$ cat src/rtl/led_pattern_gen_pkg.sv
// Shared definitions for the multi-channel LED pattern generator:
// channel modes, burst sub-states and the gap length.
package led_pattern_pkg;

  typedef enum logic [1:0] {
    MODE_OFF   = 2'd0,
    MODE_ON    = 2'd1,
    MODE_BLINK = 2'd2,
    MODE_BURST = 2'd3
  } mode_e;

  typedef enum logic [1:0] {
    P_ON  = 2'd0,
    P_OFF = 2'd1,
    GAP   = 2'd2
  } bstate_e;

  localparam int GAP_HALVES = 4;

  function automatic int chan_width(input int n);
    return (n <= 2) ? 1 : $clog2(n);
  endfunction

endpackage

$ cat src/rtl/led_pattern_gen_if.sv
// Per-channel configuration port: valid/ready transfer plus an error pulse
// for out-of-range channel indices.
interface led_pattern_gen_if #(
  parameter int CH_W     = 1,
  parameter int PERIOD_W = 10,
  parameter int BURST_W  = 3
);
  logic                cfg_valid;
  logic                cfg_ready;
  logic [CH_W-1:0]     cfg_chan;
  logic [1:0]          cfg_mode;
  logic [PERIOD_W-1:0] cfg_half;
  logic [BURST_W-1:0]  cfg_count;
  logic                cfg_err;

  modport master (
    output cfg_valid, cfg_chan, cfg_mode, cfg_half, cfg_count,
    input  cfg_ready, cfg_err
  );

  modport slave (
    input  cfg_valid, cfg_chan, cfg_mode, cfg_half, cfg_count,
    output cfg_ready, cfg_err
  );
endinterface

$ cat src/rtl/led_pattern_gen_channel.sv
// One LED channel: latched configuration, tick-driven phase counter and the
// blink/burst state machine; the LED bit is registered.
module led_channel
  import led_pattern_pkg::*;
#(
  parameter int PERIOD_W = 10,
  parameter int BURST_W  = 3
) (
  input  logic                clk,
  input  logic                rst_n,
  input  logic                tick_i,
  input  logic                sync_i,
  input  logic                load_i,
  input  logic [1:0]          mode_i,
  input  logic [PERIOD_W-1:0] half_i,
  input  logic [BURST_W-1:0]  count_i,
  output logic                led_o
);
  // Two extra bits hold GAP_HALVES * half without overflow.
  localparam int PH_W = PERIOD_W + 2;

  mode_e               mode_q, mode_d;
  bstate_e             st_q, st_d;
  logic [PERIOD_W-1:0] half_q, half_d;
  logic [BURST_W-1:0]  count_q, count_d, idx_q, idx_d;
  logic [PH_W-1:0]     phase_q, phase_d;
  logic                led_q, led_d;

  logic [PH_W-1:0]     limit;
  logic                phase_done;
  logic                last_flash;

  always_comb begin
    limit      = (st_q == GAP) ? PH_W'(half_q) * PH_W'(GAP_HALVES) : PH_W'(half_q);
    phase_done = (phase_q + PH_W'(1)) >= limit;
    last_flash = ({1'b0, idx_q} + (BURST_W + 1)'(1)) >= {1'b0, count_q};
  end

  always_ff @(posedge clk or negedge rst_n) begin
    if (!rst_n) begin
      mode_q  <= MODE_OFF;
      st_q    <= P_ON;
      half_q  <= PERIOD_W'(1);
      count_q <= BURST_W'(1);
      idx_q   <= '0;
      phase_q <= '0;
      led_q   <= 1'b0;
    end else begin
      mode_q  <= mode_d;
      st_q    <= st_d;
      half_q  <= half_d;
      count_q <= count_d;
      idx_q   <= idx_d;
      phase_q <= phase_d;
      led_q   <= led_d;
    end
  end

  always_comb begin
    mode_d  = mode_q;
    st_d    = st_q;
    half_d  = half_q;
    count_d = count_q;
    idx_d   = idx_q;
    phase_d = phase_q;
    if (load_i) begin
      mode_d  = mode_e'(mode_i);
      half_d  = (half_i == '0) ? PERIOD_W'(1) : half_i;
      count_d = count_i;
      idx_d   = '0;
      phase_d = '0;
      st_d    = P_ON;
    end else if (sync_i) begin
      idx_d   = '0;
      phase_d = '0;
      st_d    = P_ON;
    end else if (tick_i && (mode_q == MODE_BLINK || mode_q == MODE_BURST)) begin
      if (!phase_done) begin
        phase_d = phase_q + PH_W'(1);
      end else begin
        phase_d = '0;
        case (st_q)
          P_ON:  st_d = P_OFF;
          P_OFF: begin
            // BLINK simply alternates P_ON/P_OFF and never reaches GAP.
            if (mode_q == MODE_BLINK) begin
              st_d = P_ON;
            end else if (last_flash) begin
              st_d = GAP;
            end else begin
              st_d  = P_ON;
              idx_d = idx_q + BURST_W'(1);
            end
          end
          default: begin
            st_d  = P_ON;
            idx_d = '0;
          end
        endcase
      end
    end
  end

  always_comb begin
    led_d = 1'b0;
    case (mode_d)
      MODE_ON:    led_d = 1'b1;
      MODE_BLINK: led_d = (st_d == P_ON);
      MODE_BURST: led_d = (st_d == P_ON) && (count_d != '0);
      default:    led_d = 1'b0;
    endcase
  end

  assign led_o = led_q;

endmodule

$ cat src/rtl/led_pattern_gen.sv
// Multi-channel LED pattern generator: shared prescaler, configuration
// handshake/decode and one led_channel per LED.
module led_pattern_gen
  import led_pattern_pkg::*;
#(
  parameter  int NUM_LEDS = 2,
  parameter  int PRESCALE = 50000,
  parameter  int PERIOD_W = 10,
  parameter  int BURST_W  = 3,
  localparam int CH_W     = chan_width(NUM_LEDS)
) (
  input  logic                CLOCK_50,
  input  logic                RESET_N,
  led_pattern_gen_if.slave    cfg,
  input  logic                sync,
  output logic                tick,
  output logic [NUM_LEDS-1:0] LEDG
);
  localparam int             PS_W     = $clog2(PRESCALE);
  localparam logic [PS_W-1:0] PS_LAST = PS_W'(PRESCALE - 1);
  localparam logic [CH_W:0]  NUM_CH_C = (CH_W + 1)'(NUM_LEDS);

  logic [PS_W-1:0] cnt_q, cnt_d;
  logic            ready_q, ready_d;
  logic            err_q, err_d;
  logic            accept;
  logic            bad_chan;

  assign tick     = (cnt_q == PS_LAST);
  assign accept   = cfg.cfg_valid & ready_q;
  assign bad_chan = {1'b0, cfg.cfg_chan} >= NUM_CH_C;

  // Ready drops for exactly one cycle after each accepted transfer.
  always_comb begin
    cnt_d   = (sync || tick) ? '0 : cnt_q + PS_W'(1);
    ready_d = ~accept;
    err_d   = accept & bad_chan;
  end

  always_ff @(posedge CLOCK_50 or negedge RESET_N) begin
    if (!RESET_N) begin
      cnt_q   <= '0;
      ready_q <= 1'b1;
      err_q   <= 1'b0;
    end else begin
      cnt_q   <= cnt_d;
      ready_q <= ready_d;
      err_q   <= err_d;
    end
  end

  assign cfg.cfg_ready = ready_q;
  assign cfg.cfg_err   = err_q;

  for (genvar gi = 0; gi < NUM_LEDS; gi++) begin : g_chan
    logic load;
    assign load = accept && (cfg.cfg_chan == CH_W'(gi));

    led_channel #(
      .PERIOD_W (PERIOD_W),
      .BURST_W  (BURST_W)
    ) u_chan (
      .clk     (CLOCK_50),
      .rst_n   (RESET_N),
      .tick_i  (tick),
      .sync_i  (sync),
      .load_i  (load),
      .mode_i  (cfg.cfg_mode),
      .half_i  (cfg.cfg_half),
      .count_i (cfg.cfg_count),
      .led_o   (LEDG[gi])
    );
  end

endmodule

$ cat src/flat_wrapper.sv
// flat-port wrapper written by rule: the top's interface ports become plain ports
module led_pattern_gen_flat import led_pattern_pkg::*;
#(
  parameter  int NUM_LEDS = 2,
  parameter  int PRESCALE = 50000,
  parameter  int PERIOD_W = 10,
  parameter  int BURST_W  = 3,
  localparam int CH_W     = chan_width(NUM_LEDS)
)
  (CLOCK_50, RESET_N, sync, tick, LEDG, cfg_cfg_valid, cfg_cfg_chan, cfg_cfg_mode, cfg_cfg_half, cfg_cfg_count, cfg_cfg_ready, cfg_cfg_err);
  led_pattern_gen_if #(.PERIOD_W(PERIOD_W), .BURST_W(BURST_W)) cfg_i ();
  input  logic CLOCK_50;
  input  logic RESET_N;
  input  logic sync;
  output logic tick;
  output logic [NUM_LEDS-1:0] LEDG;
  input wire logic [$bits(cfg_i.cfg_valid)-1:0] cfg_cfg_valid;
  input wire logic [$bits(cfg_i.cfg_chan)-1:0] cfg_cfg_chan;
  input wire logic [$bits(cfg_i.cfg_mode)-1:0] cfg_cfg_mode;
  input wire logic [$bits(cfg_i.cfg_half)-1:0] cfg_cfg_half;
  input wire logic [$bits(cfg_i.cfg_count)-1:0] cfg_cfg_count;
  output wire logic [$bits(cfg_i.cfg_ready)-1:0] cfg_cfg_ready;
  output wire logic [$bits(cfg_i.cfg_err)-1:0] cfg_cfg_err;
  assign cfg_i.cfg_valid = cfg_cfg_valid;
  assign cfg_i.cfg_chan = cfg_cfg_chan;
  assign cfg_i.cfg_mode = cfg_cfg_mode;
  assign cfg_i.cfg_half = cfg_cfg_half;
  assign cfg_i.cfg_count = cfg_cfg_count;
  assign cfg_cfg_ready = cfg_i.cfg_ready;
  assign cfg_cfg_err = cfg_i.cfg_err;
  led_pattern_gen #(.NUM_LEDS(NUM_LEDS), .PRESCALE(PRESCALE), .PERIOD_W(PERIOD_W), .BURST_W(BURST_W)) u_core (.CLOCK_50(CLOCK_50), .RESET_N(RESET_N), .cfg(cfg_i), .sync(sync), .tick(tick), .LEDG(LEDG));
endmodule
$ cat config.mk
export PLATFORM = sky130hd
export DESIGN_NAME = led_pattern_gen_flat
export DESIGN_NICKNAME = d
export VERILOG_FILES = /design/src/rtl/led_pattern_gen_pkg.sv /design/src/rtl/led_pattern_gen_if.sv /design/src/rtl/led_pattern_gen_channel.sv /design/src/rtl/led_pattern_gen.sv /design/src/flat_wrapper.sv
export SDC_FILE = /design/constraint.sdc
export NUM_CORES = 1
export LEC_CHECK = 0
export ABC_CLOCK_PERIOD_IN_PS = 3400
export CAP_MARGIN = 20
export CORE_UTILIZATION = 40
export DETAILED_ROUTE_END_ITERATION = 6
export GPL_TIMING_DRIVEN = 0
export SETUP_SLACK_MARGIN = 0.3
export SLEW_MARGIN = 0
export SYNTH_ARGS = -nofsm -noshare
export SYNTH_HDL_FRONTEND = slang
export SYNTH_HIERARCHICAL = 1
export SYNTH_SLANG_ARGS = --single-unit
$ cat constraint.sdc
create_clock -name CLOCK_50 -period 3.4 [get_ports CLOCK_50]
set_clock_uncertainty 0.1 [all_clocks]
set_input_delay 0.34 -clock CLOCK_50 [delete_from_list [all_inputs] [get_ports CLOCK_50]]
set_output_delay 0.34 -clock CLOCK_50 [all_outputs]
set_load 0.005 [all_outputs]
==> Yosys cells after proc, flatten, opt, wreduce, memory -nomap -nowiden <==
Cells that the tools add are included.
{ "classes": {"add_sub_neg": 7, "mul": 0, "n_div": 0, "n_lt_le_gt_ge": 4, "eq_ne": 21, "shift": 0, "mux": 46, "n_bitwise": 3, "n_reduce_logical": 22} }
{ "ops": {"columns": ["operator", "count"], "rows": [
  ["$mux 12", 10],
  ["$mux 3", 14],
  ["$mux 2", 14],
  ["$add 12x1->12 const B", 2],
  ["$ge 12x12->1", 2],
  ["$eq 2x2->1 const B", 10],
  ["$reduce_bool 3->1", 6],
  ["$add 16x1->16 const B", 1],
  ["$eq 16x16->1 const B", 1],
  ["$mux 16", 1],
  ["$ne 4x3->1 const B", 4],
  ["$pmux 3 s2", 2],
  ["$logic_not 10->1", 1],
  ["$mux 10", 1],
  ["$reduce_and 5->1", 2],
  ["$add 3x1->4 const B", 2],
  ["$eq 2x1->1 const B", 4],
  ["$ge 4x3->1", 2],
  ["$logic_not 2->1", 4],
  ["$pmux 2 s2", 2],
  ["$add 3x1->3 const B", 2],
  ["$logic_and 1x1->1", 6],
  ["$ne 3x2->1 const B", 2],
  ["$pmux 1 s3", 2],
  ["3 further kinds", 6]
]} }
{ "word_totals": {"ff_bits": 83, "latchBits": 0, "mem_bits_rw": 0, "mem_bits_ro": 0, "input_bits": 20, "mem_count": 0} }

==> Logic depth before layout (Yosys ltp) <==
{ "logic_depth": {"ltp_word": 12, "depth_mapped": 13, "depth_no_buf": 12} }

==> By module <==
The synthesis kept the hierarchy.
{ "by_module_without_submodules": {"columns": ["module", "n_inst", "cells_each", "area_per_inst_um2"], "rows": [
  ["led_channel (u_core.g_chan[0].u_chan)", 1, 203, 2120.8],
  ["led_channel (u_core.g_chan[1].u_chan)", 1, 212, 2107.0],
  ["led_pattern_gen", 1, 86, 843.3]
]} }

==> Worst setup path before layout <==
OpenSTA, ideal clock, no wires.
{ "synth_path": {"path_type": "flip-flop to flip-flop", "startpoint": "register u_core.cnt_q[4]", "endpoint": "register u_core.g_chan[0].u_chan.phase_q[2]", "setup_ns": 0.078, "t_arrival_ns": 2.605, "required_time_ns": 3.222, "path_slack_ns": 0.618, "stages_incl_launch_ff": 8, "n_path_buf": 0, "synth_period_minus_slack_ns": 2.782, "cell_sequence": "dfrtp_1 -> or4b_1 -> nor4_2 -> nand3_1 -> nor4_4 -> a21bo_2 -> o21bai_1 -> o2bb2ai_1"} }
{ "synth_between": {"elab_chain_cells": 3} }
{ "synth_lines": {"columns": ["item", "line_no", "text"], "rows": [
  ["start: declaration", "led_pattern_gen.sv:23", "logic [PS_W-1:0] cnt_q, cnt_d;"],
  ["start signal: assignment", "led_pattern_gen.sv:46", "cnt_q <= cnt_d;"],
  ["$eq 16x16->1", "led_pattern_gen.sv:29", "assign tick = (cnt_q == PS_LAST);"],
  ["named net tick", "flat_wrapper.sv:15", "output logic tick;"],
  ["$logic_and 1x1->1", "led_pattern_gen_channel.sv:77", "end else if (tick_i && (mode_q == MODE_BLINK || mode_q == MODE_BURST)) begin"],
  ["$reduce_bool 3->1 (no source line)", null, null],
  ["end signal: assignment", "led_pattern_gen_channel.sv:54", "phase_q <= phase_d;"],
  ["end: declaration", "led_pattern_gen_channel.sv:26", "logic [PH_W-1:0] phase_q, phase_d;"]
]} }
The timed path passes the listed nets, and every way through them passes these cells.
A chain may end at the register's enable or synchronous reset.

==> Worst setup path in the final report <==
{ "layout_path": {"startpoint": "register u_core.g_chan[1].u_chan.phase_q[0]", "endpoint": "register u_core.g_chan[1].u_chan.idx_q[2]"} }
{ "layout_between": {"elab_chain_cells": 4} }
{ "layout_lines": {"columns": ["item", "line_no", "text"], "rows": [
  ["start: declaration", "led_pattern_gen_channel.sv:26", null],
  ["start signal: assignment", "led_pattern_gen_channel.sv:54", null],
  ["$add 12x1->12", "led_pattern_gen_channel.sv:35", "phase_done = (phase_q + PH_W'(1)) >= limit;"],
  ["$ge 12x12->1", "led_pattern_gen_channel.sv:35", null],
  ["$reduce_bool 3->1 (no source line)", null, null],
  ["$reduce_and 5->1 (no source line)", null, null],
  ["end signal: assignment", "led_pattern_gen_channel.sv:53", "idx_q <= idx_d;"],
  ["end: declaration", "led_pattern_gen_channel.sv:25", "logic [BURST_W-1:0] count_q, count_d, idx_q, idx_d;"]
]} }
Every way passes these cells.

==> summary.txt <==
Status
  – Status: finished clean

Logic synthesis
  – Net Count, Synth: 556
  – Mapped Avg Cell Area: 10.1 um^2
  – Post-Syn Area: 5070 um^2
  – Synth warn: 6
  – Xor/xnor share of the synthesized area: 0.0570
  – EDFF count, synth: 0
  – FF+latch count, synth: 83
  – Post-synthesis async set-or-reset flop share: 1.00
  – Post-synthesis simple-gate area fraction: 0.199
  – Post-synthesis compound-gate area fraction: 0.130
  – Main combinational cell family by area after synthesis: simple AND/OR/NAND/NOR gates
  – Mux contribution to synthesized area: 0.0925
  – Synth Area in Adders: 0.0864
  – Cells after Synth: 501
  – Sequential-to-total area share from yosys stat: 0.411
  – Ys flop type: dfrtp_1
  – Synth cell types: 66

Routing
  – Length of the first detailed-routing pass in iterations: 4
  – Via count: 3856
  – Drt wl/cell: 14.5 um
  – Routed wire length: 10.6 mm
  – Drt initial violations: 149
  – Drt drc: 0
  – DRT antenna net count: 0
  – Vias per std cell: 5.28

STA
  – RSZ-0062 raised after global routing: false
  – Maximum clock rate: 0.337 GHz
  – Final hold vios: 0
  – Final period utilization: 0.872
  – Slew headroom: 0.612
  – Final worst slack: 0.435 ns
  – Setup_tns: 0 ns
  – Final Setup Violations: 0
  – Max-slew violation count: 0
  – Slew @ Worst Pin: 0.582 ns
  – Min cycle time layout: 2.97 ns

Pwr
  – Net Switching: 0.642 mW
  – Power Density: 423 nW/um^2
  – Internal power: 1.97 mW
  – Combinational group share of total power: 0.127
  – Net Sw Frac: 0.245
  – Worst VDD drop: 0.000422 V
  – Clock network fraction of total power: 0.442
  – Total power: 2.62 mW
  – Leakage power: 2.69 nW
  – Flop pwr share: 0.431

Floorplanning
  – DIE WIDTH: 115 um
  – Std-Cell Rows: 40
  – Core Area: 12200 um^2
  – Die area: 13100 um^2
  – Num ports: 25
  – Initial Utilization: 0.417
  – Die height: 115 um

Cells and area
  – Most frequent cells in the layout: 73 x dfrtp_1, 51 x nand2_1, 34 x nor2_1, 33 x ha_1, 23 x mux2_2
  – Ant. Diodes: 0
  – Net count, final: 612
  – Reg area: 2090 um^2
  – Commonest non-fill, non-tap cell in the layout: dfrtp_1
  – Share of cells above drive strength 1: 0.219
  – Fillers: 1116
  – Area of the multi-input gates: 2980 um^2
  – Area delta synth->final: 21.8%

Critical path
  – CP Max Fanout: 6
  – Critical setup path kind: flop to flop
  – WP data arrival: 3.09 ns
  – Critical Path End Type: flop
  – Data required, critical path: 3.53 ns
  – Reg2Reg Setup Slack: 0.43 ns
  – Worst flop-to-flop path startpoint: u_core/g_chan[1].u_chan/phase_q[0]
  – Critical Path Sink: u_core/g_chan[1].u_chan/idx_q[2]
  – FF-to-FF End: u_core/g_chan[1].u_chan/idx_q[2]
  – Critical path launch point type: flop
  – Worst R2R Path Depth: 14
  – Critical path startpoint: u_core/g_chan[1].u_chan/phase_q[0]

Clock tree
  – Clock sink total: 83
  – Clock root cell: clkbuf_16
  – CTS tree: yes
  – CTS HTree Levels: 3
  – Max clock buf depth: 2
  – Clk slew on worst S/H paths: 0.06 ns
  – Skew-Pair Late Insertion Delay: 0.35 ns
  – CTS buffer count: 9

Global route
  – Initial antenna violation count: 0
  – Vias in the first global route: 3777
  – Gr usage total: 0.177
  – Global-route wire length before repair: 18.3 mm
  – Grt total ovfl: 0
  – Largest net degree at the start of global routing: 67

Placed design
  – I/O Buffers: 23
  – Gpl congestion: 0.827
  – DP Wirelength: 7.47 mm
  – Post-place setup slack: 0.0434 ns

Job
  – Max cap viols: 0

Min path
  – Hold Crit Class: input port to asynchronous set/reset pin
final cells by class:
cell class / count / share of cell area
repair buffers: 45 / 0.0672
well taps: 168 / 0.0340
clock inverters: 6 / 0.0180
clock buffers: 10 / 0.0387
inverters: 12 / 0.00729
multi-input cells: 393 / 0.483
flip-flops and latches: 83 / 0.338
plain buffers: 13 / 0.0136
critical path, stage by stage, from the launching register on:
cell and delay [ns]:
dfrtp_2 0.43, ha_2 0.24, and3_2 0.24, nand3_4 0.12
nor2_1 0.16, xor2_1 0.23, ha_1 0.19, a21oi_1 0.06
o21ai_1 0.14, a21oi_2 0.07, buf_4 0.16, buf_4 0.12
o22a_1 0.23, o31ai_1 0.25, a21oi_1 0.09
cell families (layout without fill, tap and decap cells):
group / Yosys count / after routing
other: 1 / 1
and+or+nand+nor: 192 / 192
muxes: 44 / 44
DFF: 83 / 83
xor gates and xnor gates: 33 / 33
buffers and inverters: 25 / 86
AOI/OAI and AO/OA: 88 / 88
adders and majority gates: 35 / 35
state kept, by name (all words and copies together), names as in the netlist:
signal                        cells
u_core/g_chan.u_chan/led_o        2
u_core/g_chan.u_chan/mode_q       4
u_core/cnt_q                     16
u_core/g_chan.u_chan/half_q      20
u_core/g_chan.u_chan/idx_q        6
u_core/cfg.cfg_ready              1
u_core/g_chan.u_chan/phase_q     24
u_core/g_chan.u_chan/count_q      6
u_core/g_chan.u_chan/st_q         4
worst min path at each step:
| stage | from | to | slack [ns] | cells after the start |
|---|---|---|---|---|
| detailed placement | RESET_N | u_core/g_chan[1].u_chan/idx_q[0] | 0.15 | 1 |
| CTS | RESET_N | u_core/g_chan[1].u_chan/idx_q[0] | 0.31 | 2 |
| finish | RESET_N | u_core/g_chan[1].u_chan/idx_q[0] | 0.32 | 2 |
| floorplan | RESET_N | u_core/cnt_q[0] | -0.06 | 0 |
| global placement | u_core/cfg.cfg_ready | u_core/cfg.cfg_ready | 0.36 | 1 |
| global route | RESET_N | u_core/g_chan[1].u_chan/idx_q[0] | 0.34 | 2 |
power by group through the flow:
stage / registers (mW) / logic (mW) / clock network (mW)
6_report: 1.13 / 0.333 / 1.16
5_1_grt: 1.14 / 0.384 / 1.22
4_1_cts: 1.13 / 0.339 / 1.19
3_5_place_dp: 1.15 / 0.335 / 0
3_3_place_gp: 1.14 / 0.321 / 0
2_1_floorplan: 1.13 / 0.220 / 0
routing by layer:
layer / part of all wire / track usage
met5: 0 / 0
met2: 0.45 / 0.265
met3: 0.026 / 0.0318
met1: 0.51 / 0.252
met4: 0.016 / 0.0762
stage by stage:
stage               area (um^2)  utilization  std cells  hold WS (ns)
floorplan                  5070            -        501       -0.0556
global placement           5510        0.453        692         0.358
detailed placement         5540        0.455        693         0.146
CTS                        5980        0.491        717         0.313
global route               6180        0.508        730         0.341
finish                     6180        0.508        730         0.316
repair_timing:
| action | in CTS | in global routing |
|---|---|---|
| resized for setup | 5 | 27 |
| hold buffers | 1 | 0 |
| endpoints found under the hold margin | 17 | 0 |
| pin swaps | 4 | 8 |
| endpoints found under the setup margin | 25 | 27 |
| buffers inserted | 7 | 13 |
| cloned | 0 | 0 |
Yosys cell counts, types with 3 or more instances:
library cell | n | area, um^2
o21ai_0 | 16 | 80.1
xor2_1 | 13 | 114
a32o_1 | 7 | 70.1
a21oi_1 | 18 | 90.1
buf_2 | 6 | 30.0
nor3_1 | 10 | 50.1
dfstp_2 | 5 | 131
mux2_2 | 23 | 259
nor2_1 | 36 | 135
ha_1 | 35 | 438
o21ai_1 | 6 | 30.0
a31oi_1 | 6 | 37.5
and3_1 | 9 | 56.3
nand2b_1 | 17 | 106
or2_2 | 4 | 25.0
nand3_1 | 21 | 105
a21o_1 | 9 | 67.6
mux2i_1 | 21 | 210
nor2_2 | 3 | 18.8
dfrtp_1 | 78 | 1950
nor2b_1 | 8 | 50.1
xnor2_1 | 20 | 175
nand2_1 | 51 | 191
nor4_1 | 7 | 43.8
nand4_1 | 7 | 43.8
inv_1 | 12 | 45.0
Note: power is estimated with default switching activity, not from simulation.
==> variant 1, RTL diff (config.mk and constraints unchanged) <==
Reset style: synchronous (`RESET_N` and `rst_n`), changed in 2 clocked blocks.
--- a/src/rtl/led_pattern_gen_channel.sv
+++ b/src/rtl/led_pattern_gen_channel.sv
@@ -37,5 +37,5 @@
   end
 
-  always_ff @(posedge clk or negedge rst_n) begin
+  always_ff @(posedge clk) begin
     if (!rst_n) begin
       mode_q  <= MODE_OFF;
--- a/src/rtl/led_pattern_gen.sv
+++ b/src/rtl/led_pattern_gen.sv
@@ -38,5 +38,5 @@
   end
 
-  always_ff @(posedge CLOCK_50 or negedge RESET_N) begin
+  always_ff @(posedge CLOCK_50) begin
     if (!RESET_N) begin
       cnt_q   <= '0;
Check against the original RTL: differs if RESET_N is asserted again (counterexample within 4 cycles, from zero or initial values and one cycle with RESET_N low); with RESET_N held inactive, the same outputs for 10 cycles.
==> variant 1 against the unedited design <==
  * Area after synthesis decreased by 3.8%
  * Via count increased by 6.3%
  * Design area decreased by 0.55%
  * Total power decreased by 14%
  * Routed wire length increased by 7.8%
  * Sequential cell count unchanged
  * Clock power decreased by 7%
  * Setup slack got worse by 0.087 ns
  * Critical path depth unchanged
  * Count of clock-buffer cells in the layout increased by 1
  * Critical endpoint is now u_core/g_chan[0].u_chan/idx_q[0]
==> variant 1: results (changes against the unedited design) <==
- Slew HR: 0.5832 (was 0.6118)
- Leakage Power: 0.002346 uW (was 0.002687 uW)
- Post-synth cell types: 50 (was 66)
- Status: finished, final reports clean (unchanged)
- Largest net degree at the start of global routing: 21 (was 67)
- Share of cells above drive strength 1: 0.1917 (was 0.2189)
- Number of DRC markers in iteration 0: 137 (was 149)
- Worst vdd ir: 0.2519 mV (was 0.4220 mV)
- Multiplexer share of the synthesized area: 0.09895 (was 0.09252)
- Pwr Density: 367.7 nW/um^2 (was 423.3 nW/um^2)
- Post-Layout Cell Count: 769 (was 730)
- Min Hold Slack: 0.3195 ns (was 0.3163 ns)
- DP Worst Slack: -0.2524 ns (was 0.04340 ns)
- Post-Synth XOR/XNOR Area: 0.06460 (was 0.05699)
- Reg2Reg Launch Point: u_core/g_chan[0].u_chan/phase_q[0] (was u_core/g_chan[1].u_chan/phase_q[0])
- Worst path max stage delay: 0.48 ns (was 0.43 ns)
- Clock network power share: 0.476 (was 0.442)
- Post-synthesis sequential area ratio: 0.3404 (was 0.4108)
- Gpl congestion: 0.8285 (was 0.8271)
- Flop pwr share: 0.445 (was 0.431)
- Critical path's slowest cell: or4b_4 (was dfrtp_2)
- Area post-placement: 5295 sq um (was 5537 sq um)
- Placed cells: 725 (was 693)
- Synth Area in Compound Gates: 0.1205 (was 0.1295)
- Final setup margin: 0.3472 ns (was 0.4345 ns)
- Class of the worst hold path: reg2reg (was in2async)
- Synthesized net count: 613 (was 556)
- Final Net Count: 676 (was 612)
- Final wirelength: 11400 um (was 10580 um)
- First-pass GRT wire length: 19260 um (was 18260 um)
- Synth cell count leaders: dfxtp_1, nand2_1, nor2_1, mux2i_1, ha_1 (was dfrtp_1, nand2_1, nor2_1, ha_1, mux2_2)
- Vias in the first global route: 4025 (was 3777)
- Post-synthesis adder-cell area fraction: 0.08972 (was 0.08636)
- Clk_lat worst skew: 0.34 ns
- Syn_area_per_cell: 8.747 sq um (was 10.12 sq um)
- Family with the most delay on the worst path: simple AND/OR/NAND/NOR gates (was compound AO/OA/AOI/OAI gates)
- Synth top area cells: dfxtp_1, mux2i_1, ha_1 (was dfrtp_1, ha_1, mux2_2)
- Via count: 4100 (was 3856)
- P_sw: 506.4 uW (was 641.6 uW)
- GR Util All Layers: 0.1904 (was 0.1775)
- # Post-CTS Setup Buffers: 19 (was 7)
- Async SR Flop Fraction: 0 (was 1.000)
- Fillcell total: 1042 (was 1116)
- R2R Path End: u_core/g_chan[0].u_chan/idx_q[0] (was u_core/g_chan[1].u_chan/idx_q[2])
- Crit Path Category: reg2reg (unchanged)
- Hpwl dp: 7955 um (was 7468 um)
## variant 1: cell count changes after synthesis, sizes merged, moves of 7 or more
cell	unedited run	this run
nor2	40	47
dfxtp	0	83
dfrtp	78	0
nor2b	8	33
mux2	23	2
clkbuf	2	12
a21o	9	2
inv	12	20
mux2i	21	46
## variant 1: metal layers
metal | track usage | part of all wire | vias to the layer above
met2 | 0.3358 | 0.51 | 55
met3 | 0.04968 | 0.034 | 19
met5 | 0 | 0 | -
met1 | 0.2228 | 0.44 | 1933
met4 | 0.06667 | 0.016 | 0
li1 | - | - | 2093
## variant 1: cell type report
class / count / area, sq um / area share
Clock inverter: 5 / 75.07 / 0.01222
Timing Repair Buffer: 52 / 446.7 / 0.07269
Tap cell: 143 / 178.9 / 0.02912
Buffer: 20 / 132.6 / 0.02158
Multi-Input combinational cell: 435 / 3304 / 0.5378
Inverter: 20 / 75.07 / 0.01222
Clock buffer: 11 / 252.7 / 0.04113
Sequential cell: 83 / 1679 / 0.2733
==> variant 2, RTL diff (same settings) <==
Without the edit above. `NUM_LEDS` is set to 2 in 2 places; all go to 1.
--- a/src/rtl/led_pattern_gen.sv
+++ b/src/rtl/led_pattern_gen.sv
@@ -4,5 +4,5 @@
   import led_pattern_pkg::*;
 #(
-  parameter  int NUM_LEDS = 2,
+  parameter  int NUM_LEDS = 1,
   parameter  int PRESCALE = 50000,
   parameter  int PERIOD_W = 10,
--- a/src/flat_wrapper.sv
+++ b/src/flat_wrapper.sv
@@ -2,5 +2,5 @@
 module led_pattern_gen_flat import led_pattern_pkg::*;
 #(
-  parameter  int NUM_LEDS = 2,
+  parameter  int NUM_LEDS = 1,
   parameter  int PRESCALE = 50000,
   parameter  int PERIOD_W = 10,
Ports: changed (resized LEDG); port bits go from 25 to 24. No check against the original RTL was run, so the function may have changed too.
==> variant 2 against the unedited design <==
  * Global-route usage fell by 1.7 points
  * Final cell count fell by 40%
  * Sequential cell count shrank 32
  * Area after synthesis decreased by 41%
  * Setup slack got worse by 0.011 ns
  * Total power fell by 54%
  * Maximum frequency is 0.36% lower
  * Worst hold slack better by 0.065 ns
  * Routed wire length is 47% lower
  * Design area fell by 42%
  * Critical path depth fell by 1
  * Via count fell by 43%
  * Sequential power is 40% lower
  * Largest power group is now sequential cells
==> variant 2: results (changes against the unedited design) <==
- Biggest regs: u_core/cnt_q (16), u_core/g_chan.u_chan/phase_q (12), u_core/g_chan.u_chan/half_q (10) (was u_core/g_chan.u_chan/phase_q (24), u_core/g_chan.u_chan/half_q (20), u_core/cnt_q (16))
- Leakage Power: 0.001530 uW (was 0.002687 uW)
- GR Util All Layers: 0.1605 (was 0.1775)
- Clock Path Buffers: 2 (unchanged)
- Placed cells: 420 (was 693)
- Vias per cell: 5.002 (was 5.282)
- First-pass GRT wire length: 9846 um (was 18260 um)
- Hpwl dp: 4117 um (was 7468 um)
- Vias in the first global route: 2204 (was 3777)
- Synth top area cells: dfrtp_1, ha_1, xnor2_1 (was dfrtp_1, ha_1, mux2_2)
- GRT met2 Usage: 0.2580 (was 0.2651)
- Post-Layout Cell Count: 436 (was 730)
- Worst path arrival time: 3.08 ns (was 3.09 ns)
- Largest net degree at the start of global routing: 35 (was 67)
- Slew HR: 0.6429 (was 0.6118)
- Comb pwr share: 0.152 (was 0.127)
- Status: finished, final reports clean (unchanged)
- Switching Share: 0.2624 (was 0.2454)
- Num CTS Buffers: 5 (was 9)
- Share of cells above drive strength 1: 0.1869 (was 0.2189)
- Clock Pin Slew Worst Setup and Hold Paths: 0.09 ns (was 0.06 ns)
- Clk_lat worst skew: 0.30 ns (was 0.35 ns)
- M3 GR Usage: 0.02262 (was 0.03176)
- Worst vdd ir: 0.2099 mV (was 0.4220 mV)
- Synthesized net count: 335 (was 556)
- WL/cell: 12.82 um (was 14.49 um)
- Final Net Count: 374 (was 612)
- Gpl congestion: 0.8262 (was 0.8271)
- Synth cell count leaders: dfrtp_1, nand2_1, nor2_1, ha_1, xnor2_1 (was dfrtp_1, nand2_1, nor2_1, ha_1, mux2_2)
- CTS Root Cell: clkbuf_8 (was clkbuf_16)
- Class of the worst hold path: reg2reg (was in2async)
- Number of DRC markers in iteration 0: 66 (was 149)
- Flop pwr share: 0.563 (was 0.431)
- Worst path max stage delay: 0.46 ns (was 0.43 ns)
- GR Util met1: 0.2211 (was 0.2515)
- H-tree depth: 2 (was 3)
==> variant 2: cell count changes in the layout (fill, tap and decap cells not counted), moves of 10 or more <==
cell and change:
nand2_1 -18, nand3_1 -10, dfrtp_1 -27, buf_4 -15, ha_1 -16, mux2_2 -12, mux2i_1 -10
==> variant 2: what timing repair did <==
item	4_1_cts	5_1_grt
hold endpoints to repair	15	0
hold buffers	1	0
pin swaps	1	1
resized for setup	3	19
setup buffers	2	5
setup endpoints to repair	10	13
==> variant 2: area by class of cell <==
class	instances	area, sq um
Buffer	6	55.05
Clock buffer	6	72.57
Clock inverter	2	12.51
Fill cell	711	3637
Inverter	10	37.54
Multi-Input combinational cell	230	1685
Sequential cell	51	1282
Tap cell	99	123.9
Timing Repair Buffer	32	307.8
==> variant 2: final timing paths <==
kind                                                         start                            endpoint  slack [ns]
worst min register to register                u_core/cfg.cfg_ready                u_core/cfg.cfg_ready        0.38
worst max-delay path            u_core/g_chan[0].u_chan/phase_q[0]       u_core/g_chan[0].u_chan/led_o        0.42
max in group asynchronous                                  RESET_N                u_core/cfg.cfg_ready        2.20
worst min-delay path                          u_core/cfg.cfg_ready                u_core/cfg.cfg_ready        0.38
min in group asynchronous                                  RESET_N  u_core/g_chan[0].u_chan/phase_q[4]        0.41
worst max register to register  u_core/g_chan[0].u_chan/phase_q[0]       u_core/g_chan[0].u_chan/led_o        0.42
==> variant 2: critical path: cells and delay by family (launching register included) <==
kind,cells,cell delay (ns)
flip-flops,1,0.46
adder cells (fa/ha/maj),2,0.52
buffers and inverters,1,0.16
AO/OA/AOI/OAI,4,0.80
multiplexers,1,0.15
XOR/XNOR,1,0.18
AND/OR/NAND/NOR,4,0.51
==> variant 2: cell families (layout without fill, tap and decap cells) <==
kind of cell | Yosys count | count (layout) | synth area share
xor+xnor | 25 | 25 | 0.07372
fa+ha+maj | 18 | 18 | 0.07582
simple gates | 124 | 124 | 0.2174
compound gates | 41 | 41 | 0.09394
mux | 22 | 22 | 0.07877
flops | 51 | 51 | 0.4309
buf+inv | 16 | 56 | 0.02948
==> variant 2: layer usage <==
metal / up-vias / routed length (um)
met5: - / 0
met4: 0 / 70
met3: 6 / 106
met2: 20 / 2584
met1: 1035 / 2829
li1: 1120 / -
==> variant 2: stage by stage <==
| step | worst slack (ns) | power, uW | area (sq um) | util | hold WS, ns |
|---|---|---|---|---|---|
| after global placement | 0.1604 | 869.5 | 3324 | 0.4608 | 0.3554 |
| final | 0.4237 | 1208 | 3577 | 0.4958 | 0.3816 |
| after global routing | 0.2836 | 1277 | 3577 | 0.4958 | 0.4132 |
| after detailed placement | 0.1203 | 876.2 | 3339 | 0.4629 | 0.2149 |
| after floorplan | 0.6475 | 797.4 | 2970 | - | -0.05559 |
| after CTS | 0.3110 | 1233 | 3467 | 0.4806 | 0.3857 |
